File: src/rtl/bcd_pkg.sv
// Shared types and constants for the multiplexed BCD display scanner.
// Holds the controller state encoding and the largest legal BCD code.
package bcd_pkg;

   typedef enum logic [1:0] {
      IDLE = 2'd0,
      SCAN = 2'd1,
      PEND = 2'd2
   } state_t;

   localparam logic [3:0] BCD_MAX = 4'd9;

   function automatic logic is_bad(input logic [3:0] code);
      return code > BCD_MAX;
   endfunction

endpackage

File: src/rtl/scan_timer.sv
// Digit-slot timer: a down-counting prescaler paces the slot index, which
// walks 0..NDIG-1; frame_end marks the last prescaler tick of the last slot.
module scan_timer #(
   parameter int NDIG     = 4,
   parameter int SCAN_DIV = 1000
) (
   input  logic                     clk,
   input  logic                     rst,
   input  logic                     run,
   output logic [$clog2(NDIG)-1:0]  slot_idx,
   output logic                     frame_end
);

   localparam int SW = $clog2(NDIG);
   localparam int PW = $clog2(SCAN_DIV);
   localparam logic [PW-1:0] PRE_LOAD  = PW'(SCAN_DIV - 1);
   localparam logic [SW-1:0] SLOT_LAST = SW'(NDIG - 1);

   // Remaining clocks in the current slot; reloading corresponds to prescaler 0.
   logic [PW-1:0] pre_cnt;
   logic          pre_tc;

   assign pre_tc    = (pre_cnt == '0);
   assign frame_end = run && pre_tc && (slot_idx == SLOT_LAST);

   always_ff @(posedge clk) begin
      if (rst || !run) begin
         pre_cnt  <= PRE_LOAD;
         slot_idx <= '0;
      end else if (pre_tc) begin
         pre_cnt  <= PRE_LOAD;
         slot_idx <= (slot_idx == SLOT_LAST) ? '0 : slot_idx + 1'b1;
      end else begin
         pre_cnt  <= pre_cnt - 1'b1;
      end
   end

endmodule

File: src/rtl/bcd_scan_ctrl.sv
// Multiplexed BCD display scanner: drives one digit at a time to a shared
// decoder, double-buffers new digit sets and swaps them on frame boundaries.
//
//   state | meaning
//   IDLE  | no data loaded, outputs blank
//   SCAN  | displaying the active set, ready for a new set
//   PEND  | new set held in shadow, waiting for the frame boundary
module bcd_scan_ctrl
   import bcd_pkg::*;
#(
   parameter int NDIG     = 4,
   parameter int SCAN_DIV = 1000
) (
   input  logic              clk,
   input  logic              rst,
   input  logic              load_valid,
   input  logic [4*NDIG-1:0] load_data,
   output logic              load_ready,
   input  logic              lzb,
   output logic [3:0]        bcd_out,
   output logic [NDIG-1:0]   dig_sel,
   output logic              err
);

   localparam int SW = $clog2(NDIG);

   state_t            state;
   state_t            state_nxt;
   logic [4*NDIG-1:0] active;
   logic [4*NDIG-1:0] shadow;
   logic [4*NDIG-1:0] new_data;
   logic              new_set;
   logic              take_active;
   logic              take_shadow;
   logic              copy_shadow;
   logic              run;
   logic [SW-1:0]     slot_idx;
   logic              frame_end;
   logic [3:0]        cur_dig;
   logic              cur_bad;
   logic              upper_zero;
   logic              blank;
   logic [3:0]        bcd_nxt;
   logic [NDIG-1:0]   sel_nxt;

   function automatic logic has_bad(input logic [4*NDIG-1:0] set);
      logic bad;
      bad = 1'b0;
      for (int k = 0; k < NDIG; k++) begin
         bad = bad | is_bad(set[4*k +: 4]);
      end
      return bad;
   endfunction

   assign run = (state != IDLE);

   scan_timer #(
      .NDIG     (NDIG),
      .SCAN_DIV (SCAN_DIV)
   ) u_scan_timer (
      .clk       (clk),
      .rst       (rst),
      .run       (run),
      .slot_idx  (slot_idx),
      .frame_end (frame_end)
   );

   always_comb begin
      state_nxt   = state;
      take_active = 1'b0;
      take_shadow = 1'b0;
      copy_shadow = 1'b0;
      load_ready  = (state != PEND);
      case (state)
         IDLE: begin
            if (load_valid) begin
               state_nxt   = SCAN;
               take_active = 1'b1;
            end
         end
         SCAN: begin
            if (load_valid) begin
               state_nxt   = PEND;
               take_shadow = 1'b1;
            end
         end
         PEND: begin
            if (frame_end) begin
               state_nxt   = SCAN;
               copy_shadow = 1'b1;
            end
         end
         default: state_nxt = IDLE;
      endcase
   end

   assign new_set  = take_active || copy_shadow;
   assign new_data = copy_shadow ? shadow : load_data;

   // A zero digit is leading only if every more significant digit is zero too.
   always_comb begin
      cur_dig    = active[4*int'(slot_idx) +: 4];
      cur_bad    = is_bad(cur_dig);
      upper_zero = 1'b1;
      for (int k = 1; k < NDIG; k++) begin
         if (k > int'(slot_idx) && active[4*k +: 4] != 4'd0) begin
            upper_zero = 1'b0;
         end
      end
      blank   = cur_bad || (lzb && cur_dig == 4'd0 && slot_idx != '0 && upper_zero);
      bcd_nxt = 4'd0;
      sel_nxt = '0;
      if (run && !blank) begin
         bcd_nxt           = cur_dig;
         sel_nxt[slot_idx] = 1'b1;
      end
   end

   always_ff @(posedge clk) begin
      if (rst) begin
         state   <= IDLE;
         active  <= '0;
         shadow  <= '0;
         err     <= 1'b0;
         bcd_out <= 4'd0;
         dig_sel <= '0;
      end else begin
         state   <= state_nxt;
         bcd_out <= bcd_nxt;
         dig_sel <= sel_nxt;
         if (new_set) begin
            active <= new_data;
         end
         if (take_shadow) begin
            shadow <= load_data;
         end
         if (new_set && !has_bad(new_data)) begin
            err <= 1'b0;
         end else if (run && cur_bad) begin
            err <= 1'b1;
         end
      end
   end

endmodule

File: config.mk
export PLATFORM = sky130hd
export DESIGN_NAME = bcd_scan_ctrl
export DESIGN_NICKNAME = d
export VERILOG_FILES = /design/src/rtl/bcd_pkg.sv /design/src/rtl/scan_timer.sv /design/src/rtl/bcd_scan_ctrl.sv
export SDC_FILE = /design/constraint.sdc
export NUM_CORES = 1
export LEC_CHECK = 0
export ABC_AREA = 1
export CORE_UTILIZATION = 50
export DETAILED_ROUTE_END_ITERATION = 8
export PLACE_DENSITY = 0.75
export SETUP_SLACK_MARGIN = 0.15
export SLEW_MARGIN = 10
export SYNTH_ARGS = -nofsm -noshare
export SYNTH_HDL_FRONTEND = slang
export SYNTH_HIERARCHICAL = 1
export SYNTH_SLANG_ARGS = --single-unit
File: constraint.sdc
create_clock -name clk -period 1.84 [get_ports clk]
set_input_delay 0.368 -clock clk [delete_from_list [all_inputs] [get_ports clk]]
set_output_delay 0.368 -clock clk [all_outputs]
set_load 0.005 [all_outputs]
==> impl_metrics.csv, run 1 <==
group,metric,value,unit
sta,grt_setup_unrepaired,"true",
cells_and_area,diodes_inserted,0,
sta,final.period_utilization,103,%
clock_network,tritoncts,"built",
route,dr.pass1.iters,5,
synth,yosys.area.top_type_share,42.9,%
placement,routabilityCongestion,0.835,
synth,synth_cells,358,
cells_and_area,synthToLayoutAreaGrowth,33.4,%
floorplan,floorplan_die_height,73.7,um
worst_setup_path,crit_path_start_kind,"flop",
pwr,power.leakage,1.48,nW
grt,global_route.usage.total,23.7,%
grt,pin_count_of_the_biggest_net_entering_global_routing,19,
synth,synth_async_sr_flop_share,0,%
clock_network,clock_insertion_delay_worst_skew,0.30,ns
route,per_cell_via_count_in_the_routed_design,5.11,
pwr,post-layout-total-power,2.29,mW
synth,synthMostInstantiatedCell,"sky130_fd_sc_hd__nand2_1",
clock_network,path_clk_slew,0.09,ns
floorplan,fp.coreArea,4820,um^2
run_status,status,"complete, but fails checks",
route,remaining_drc_errors,0,
cells_and_area,final_area,3430,um^2
synth,synth_sequential_area_ratio,42.9,%
clock_network,clock_sink_count,55,
synth,yosys_register_bits,55,
sta,final_period_minus_worst_setup_slack,1.89,ns
placement,placed_area,3090,um^2
floorplan,initial_utilization,53.3,%
worst_setup_path,worst_ep_required_time,2.04,ns
floorplan,ioPinCount,30,
cells_and_area,multi_input_area,1330,um^2
worst_setup_path,timing.critical_path.fanout_max,6,
floorplan,rows,25,
cells_and_area,final_layout_size_suffix_gt1_share,22.5,%
route,detail_route.iter0.violations,268,
synth,synth.top_cells.by_count,"sky130_fd_sc_hd__nand2_1 (76), sky130_fd_sc_hd__dfxtp_1 (55), sky130_fd_sc_hd__nor2_1 (49)",
hold_path,worstHoldPathType,"flop to flop",
sta,final_setup_skew,0.00934,ns
route,routed_wire_length_per_instance,12.8,um
cells_and_area,filler_cell_count,404,
synth,avgSynthCellArea,7.18,um^2
sta,timing_worst_slew_pin_value,0.318,ns
floorplan,die-width,73.7,um
sta,timing_max_transition_violations_final,0,
route,route.antenna.remaining_nets,0,
grt,antenna_found_initial,0,
placement,port-buffer-count,29,
clock_network,cts.path.max_buffers,2,
sta,timing.final.hold_violations,0,
floorplan,floorplan.die_area,5430,um^2
cells_and_area,seq_area,1100,um^2
pwr,cellPowerDensity,669,nW/um^2
clock_network,numCtsBuffers,5,
grt,first_pass_grt_wire_length,10.0,mm
clock_network,htreeDepth,2,
synth,yosys.area.top_type,"sky130_fd_sc_hd__dfxtp_1",
pwr,power.ir.vdd_worst,407,uV
worst_setup_path,worst-setup-path-type,"flop to flop",
grt,first_global_vias,2253,
clock_network,clock-root-buffer,"sky130_fd_sc_hd__clkbuf_8",
sta,layout_setup_ws,-0.0465,ns
route,wirelength,6.24,mm
worst_setup_path,worstPathArrival,2.09,ns
placement,place.detailed.hpwl,4.06,mm
synth,yosys_warnings,6,
synth,mappedNetlistNets,380,
run_status,failed_checks,"negative setup slack",
sta,final-setup-viol-count,1,
synth,syn-cell-area,2570,um^2
route,vias,2498,
synth,number_of_enable_flip_flop_cells_after_synthesis,0,
worst_setup_path,timing.critical_path.to_type,"flop",
synth,synth_flop_cell,"sky130_fd_sc_hd__dfxtp_1",
cells_and_area,nNetsFinal,445,
grt,grt_overflow_total,0,
sta,top_achievable_clock_speed,530,MHz
flow_run,max_cap_violations,0,
synth,synthTopCellsByArea,"sky130_fd_sc_hd__dfxtp_1 (43%), sky130_fd_sc_hd__nand2_1 (11%), sky130_fd_sc_hd__nor2_1 (7.2%)",
synth,synthDistinctLibCells,39,
sta,timing.max_slew.rel_slack,78.6,%
stage by stage:
step	setup TNS (ns)	setup slack [ns]	utilization, %	hold slack [ns]	instances
2_1_floorplan	-0.0335	-0.0335	-	0.378	358
3_3_place_gp	-0.0261	-0.0261	64.1	0.387	469
3_5_place_dp	-0.166	-0.0783	64.1	0.393	469
4_1_cts	0	0.0532	67.1	0.416	479
5_1_grt	-0.629	-0.231	71.1	0.444	489
6_report	-0.0465	-0.0465	71.1	0.417	489
metal layers:
layer	GRT usage, %	up-vias	share of wire, %
met2	39.6	90	49
met5	0	-	0
met3	4.66	14	5.2
li1	-	1273	-
met4	5.34	0	2.1
met1	31.7	1121	44
registers in the layout, indices dropped and copies added, names as in the netlist:
name	cells
dig_sel	4
state	2
bcd_out	4
u_scan_timer/slot_idx	2
err	1
shadow	16
active	16
u_scan_timer/pre_cnt	10
placed cells by master, fill, tap and decap left out, types with 2 or more instances in the layout:
cell,n
sky130_fd_sc_hd__nand2_4,5
sky130_fd_sc_hd__nand3_1,21
sky130_fd_sc_hd__inv_1,38
sky130_fd_sc_hd__buf_4,32
sky130_fd_sc_hd__clkbuf_8,5
sky130_fd_sc_hd__a21oi_2,5
sky130_fd_sc_hd__inv_2,4
sky130_fd_sc_hd__nor2_4,3
sky130_fd_sc_hd__nand2_2,10
sky130_fd_sc_hd__nand2_1,65
sky130_fd_sc_hd__a21oi_1,17
sky130_fd_sc_hd__nand3_4,2
sky130_fd_sc_hd__nand4_1,8
sky130_fd_sc_hd__o211ai_1,2
sky130_fd_sc_hd__o21ai_1,3
sky130_fd_sc_hd__nor3_1,2
sky130_fd_sc_hd__o21ai_2,2
sky130_fd_sc_hd__a31oi_1,4
sky130_fd_sc_hd__nor2_2,9
sky130_fd_sc_hd__nor2_1,47
sky130_fd_sc_hd__buf_6,5
sky130_fd_sc_hd__o21ai_0,28
sky130_fd_sc_hd__dfxtp_1,53
sky130_fd_sc_hd__clkdlybuf4s50_1,28
sky130_fd_sc_hd__dfxtp_2,2
sky130_fd_sc_hd__clkbuf_16,2
what timing repair did:
| item | in CTS | in global routing |
|---|---|---|
| setup buffers | 4 | 8 |
| hold buffers | 0 | 0 |
| endpoints found under the hold margin | 0 | 0 |
| pin swaps | 3 | 14 |
| setup endpoints to repair | 19 | 18 |
| gates resized for setup | 12 | 26 |
| cloned | 0 | 2 |
area by class of cell:
class	instances	area share, %
clock buffer	6	2.12
sequential	55	32.2
timing repair buffer	70	19.6
tap	67	2.45
multi-input combinational	247	38.8
inverter	44	4.89
power by group:
part / switching, mW / total [mW] / internal (mW)
registers: 0.0329 / 1.29 / 1.25
logic: 0.208 / 0.391 / 0.183
clock network: 0.360 / 0.615 / 0.255
total: 0.601 / 2.29 / 1.69
worst max-delay path, cell delays in order (launching register included):
cell and delay, ns:
sky130_fd_sc_hd__dfxtp_2 0.33, sky130_fd_sc_hd__inv_2 0.07, sky130_fd_sc_hd__ha_4 0.15, sky130_fd_sc_hd__nand2_4 0.06, sky130_fd_sc_hd__nor2_4 0.11, sky130_fd_sc_hd__nand2_2 0.08, sky130_fd_sc_hd__nor2_4 0.13, sky130_fd_sc_hd__nand3_4 0.16
sky130_fd_sc_hd__o21ai_1 0.28, sky130_fd_sc_hd__nand2_1 0.11, sky130_fd_sc_hd__nand2_1 0.07, sky130_fd_sc_hd__nand3_1 0.06, sky130_fd_sc_hd__nor2_1 0.13, sky130_fd_sc_hd__nor2_1 0.05
final timing paths:
| path | cells past startpoint | slack (ns) | end | from |
|---|---|---|---|---|
| max | 13 | -0.05 | err$_SDFFE_PP0P_ | u_scan_timer/pre_cnt[1]$_SDFF_PP1_ |
| min | 1 | 0.42 | u_scan_timer/pre_cnt[0]$_SDFF_PP1_ | u_scan_timer/pre_cnt[0]$_SDFF_PP1_ |
| max reg2reg | 13 | -0.05 | err$_SDFFE_PP0P_ | u_scan_timer/pre_cnt[1]$_SDFF_PP1_ |
| min reg2reg | 1 | 0.42 | u_scan_timer/pre_cnt[0]$_SDFF_PP1_ | u_scan_timer/pre_cnt[0]$_SDFF_PP1_ |
cells by family (layout without fill, tap and decap cells):
kind of cell	count (synthesis)	count (layout)	synth area share [%]
compound gates	66	66	14.8
xor+xnor	2	2	0.682
fa+ha+maj	2	2	0.974
buf+inv	56	120	9.50
flops	55	55	42.9
simple gates	177	177	31.2
(Power assumes the default switching activity.)
==> run 2, diff against run 1 <==
--- a/config.mk
+++ b/config.mk
@@ -13,5 +13,4 @@
 export SLEW_MARGIN = 10
 export SYNTH_ARGS = -nofsm -noshare
 export SYNTH_HDL_FRONTEND = slang
-export SYNTH_HIERARCHICAL = 1
 export SYNTH_SLANG_ARGS = --single-unit
==> run 2 against run 1 <==
  * Via count shrank 1.9%
  * The flow now finishes without violations
  * Power grew 13%
  * Clock skew shrank 0.0012 ns
  * Cell count shrank 4.3%
  * Register-to-register slack gained 0.07 ns
  * Combinational power shrank 11%
  * Largest power group unchanged
  * Largest cell class unchanged
  * Sequential power is essentially flat
  * Critical path depth shrank 1
  * Critical path type unchanged
  * Non-clock buffer count shrank 15
  * Maximum frequency grew 4.0%
==> impl_metrics.csv, run 2 <==
group,metric,value,unit
sta,grt_setup_unrepaired,"true",
synth,yosys_warnings,0,
pwr,power.leakage,1.39,nW
synth,synthMostInstantiatedCell,"sky130_fd_sc_hd__nand2_1",
floorplan,ioPinCount,30,
cells_and_area,top_regs,"active (16), shadow (16), u_scan_timer.pre_cnt (10)",
worst_setup_path,crit_path_start_kind,"flop",
grt,first_pass_grt_wire_length,9.29,mm
sta,final-setup-viol-count,0,
worst_setup_path,worst_ep_required_time,2.05,ns
synth,synthDistinctLibCells,33,
grt,grt_overflow_total,0,
clock_network,htreeDepth,2,
clock_network,path_clk_slew,0.09,ns
route,remaining_drc_errors,0,
synth,synth_cells,349,
route,detail_route.iter0.violations,231,
worst_setup_path,worst-setup-path-type,"flop to flop",
grt,pin_count_of_the_biggest_net_entering_global_routing,33,
sta,finalHoldWorstSlack,0.451,ns
synth,synthTopCellsByArea,"sky130_fd_sc_hd__dfxtp_1 (43%), sky130_fd_sc_hd__nand2_1 (8.5%), sky130_fd_sc_hd__o21ai_0 (8.0%)",
synth,yosys_register_bits,55,
floorplan,floorplan.die_area,5400,um^2
clock_network,clock-root-buffer,"sky130_fd_sc_hd__clkbuf_8",
run_status,status,"finished clean",
cells_and_area,most-common-layout-cells,"sky130_fd_sc_hd__nand2_1 (55), sky130_fd_sc_hd__dfxtp_1 (50), sky130_fd_sc_hd__inv_1 (46)",
worst_setup_path,critical_path.n_buffers_inverters,3,
route,wirelength,6.26,mm
pwr,cellPowerDensity,767,nW/um^2
worst_setup_path,timing.critical_path.fanout_max,5,
synth,number_of_enable_flip_flop_cells_after_synthesis,0,
sta,timing_max_transition_violations_final,0,
sta,timing_worst_slew_pin_value,0.446,ns
placement,port-buffer-count,29,
cells_and_area,diodes_inserted,0,
clock_network,clock_sink_count,55,
sta,timing.max_slew.rel_slack,70.3,%
synth,avgSynthCellArea,7.32,um^2
synth,synth.top_cells.by_count,"sky130_fd_sc_hd__nand2_1 (58), sky130_fd_sc_hd__dfxtp_1 (55), sky130_fd_sc_hd__inv_1 (51)",
sta,top_achievable_clock_speed,551,MHz
synth,syn-cell-area,2550,um^2
route,wl_met1,2.89,mm
pwr,power.ir.vdd_worst,718,uV
sta,final_period_minus_worst_setup_slack,1.81,ns
cells_and_area,mostFrequentLayoutCell,"sky130_fd_sc_hd__nand2_1",
placement,post-place-ws,0.0193,ns
sta,setup_total_negative_slack,0,ns
synth,synth_sequential_area_ratio,43.1,%
worst_setup_path,timing.critical_path.to_type,"flop",
placement,routabilityCongestion,0.854,
grt,first_global_vias,2045,
cells_and_area,synthToLayoutAreaGrowth,32.0,%
clock_network,tritoncts,"built",
synth,yosys.area.top_type_share,43.1,%
clock_network,cts.path.max_buffers,2,
route,route.antenna.remaining_nets,0,
worst_setup_path,cell_family_contributing_the_most_delay_on_the_critical_path,"simple AND/OR/NAND/NOR gates",
clock_network,numCtsBuffers,5,
floorplan,fp.coreArea,4820,um^2
worst_setup_path,critical-path-max-stage-delay,0.34,ns
floorplan,die-width,73.5,um
floorplan,floorplan_die_height,73.5,um
route,met3RoutedLength,323,um
worst_setup_path,cpMaxStageDelayCell,"sky130_fd_sc_hd__dfxtp_2",
worst_setup_path,worstPathArrival,2.02,ns
sta,timing.final.hold_violations,0,
synth,yosys.area.top_type,"sky130_fd_sc_hd__dfxtp_1",
route,per_cell_via_count_in_the_routed_design,5.24,
placement,place.detailed.hpwl,3.93,mm
worst_setup_path,worstPathCellList,"inv_2, ha_4, nand2_1, nor2_2, nand4_4, buf_12, o21ai_2, inv_1, o21ai_1, nand2_1, nor2_1, nor2_1",
synth,synth_flop_cell,"sky130_fd_sc_hd__dfxtp_1",
synth,synth_async_sr_flop_share,0,%
clock_network,hold_buffer_count_at_cts,0,
floorplan,initial_utilization,53.0,%
grt,global_route.usage.total,22.4,%
route,vias,2451,
flow_run,max_cap_violations,0,
route,met2RoutedLength,2.90,mm
clock_network,clock_insertion_delay_worst_skew,0.31,ns
cells_and_area,fin_util,70.0,%
hold_path,worstHoldPathType,"flop to flop",
route,dr.pass1.iters,7,
sta,layout_setup_ws,0.0255,ns
route,routed_wire_length_per_instance,13.4,um
sta,final.period_utilization,98.6,%
grt,antenna_found_initial,0,
sta,final_setup_skew,0.00815,ns
cells_and_area,filler_cell_count,399,
cells_and_area,final_layout_size_suffix_gt1_share,17.7,%
synth,mappedNetlistNets,375,
floorplan,rows,25,
route,topRoutingLayerUsed,"met4",
cells_and_area,nNetsFinal,426,
-- run 2: changes by cell type after synthesis, moves of 3 or more --
cell / before / now
sky130_fd_sc_hd__clkbuf_1: 3 / 6
sky130_fd_sc_hd__o21ai_2: 0 / 3
sky130_fd_sc_hd__ha_1: 2 / 6
sky130_fd_sc_hd__a21oi_1: 21 / 32
sky130_fd_sc_hd__nand3_1: 22 / 10
sky130_fd_sc_hd__o21ai_0: 30 / 41
sky130_fd_sc_hd__nor2_2: 8 / 1
sky130_fd_sc_hd__nor2_1: 49 / 35
sky130_fd_sc_hd__nand2_1: 76 / 58
sky130_fd_sc_hd__inv_1: 40 / 51
-- run 2: worst paths after layout --
check / from / to / slack (ns) / cells past startpoint
worst max-delay path: u_scan_timer.pre_cnt[1]$_SDFF_PP1_ / err$_SDFFE_PP0P_ / 0.03 / 12
worst min-delay path: shadow[1]$_SDFFE_PP0P_ / shadow[1]$_SDFFE_PP0P_ / 0.45 / 2
worst max register to register: u_scan_timer.pre_cnt[1]$_SDFF_PP1_ / err$_SDFFE_PP0P_ / 0.03 / 12
worst min register to register: shadow[1]$_SDFFE_PP0P_ / shadow[1]$_SDFFE_PP0P_ / 0.45 / 2
-- run 2: final cells by class --
cell class,instances,area [um^2],area share [%]
multi-input combinational,229,1270,37.8
sequential,55,1110,32.8
timing repair buffer,55,569,16.9
inverter,54,205,6.09
tap,67,83.8,2.49
clock buffer,6,72.6,2.15
clock inverter,2,60.1,1.78
-- run 2: metrics by stage --
stage	instance area [um^2]	total power, mW	cells
finish	3370	2.59	468
global route	3370	2.68	468
CTS	3200	2.55	463
detailed placement	2990	1.61	450
global placement	2990	1.60	450
floorplan	2550	1.48	349
-- run 2: kinds of logic (layout without fill, tap and decap cells) --
family          Yosys count  after routing  synth area share, %
buf+inv                  66            117                 10.9
compound gates           93             93                 19.8
flops                    55             55                 43.1
xor+xnor                  3              3                 1.03
fa+ha+maj                 6              6                 2.94
simple gates            126            127                 22.2
-- run 2: report_power, final --
part	leakage (nW)	internal, mW	switching (mW)	total [mW]
clock network	0.0654	0.544	0.402	0.946
logic	0.879	0.166	0.183	0.348
registers	0.451	1.25	0.0380	1.29
-- run 2: worst reg2reg max path, delay by kind of cell, from the launching register on --
family / cells / cell delay, ns
compound gates: 2 / 0.24
simple gates: 6 / 0.68
flops: 1 / 0.34
buf+inv: 3 / 0.33
fa+ha+maj: 1 / 0.12
-- run 2: timing repair --
action	in CTS	in global routing
endpoints found under the setup margin	22	24
cloned	0	4
buffers inserted	5	1
pin swaps	2	3
gates resized for setup	9	25
-- run 2: layer usage --
layer  vias up  global-route usage (%)
met5         -                       0
met2        90                    36.9
li1       1245                       -
met4         0                    6.41
met1      1101                    29.8
met3        15                    4.53
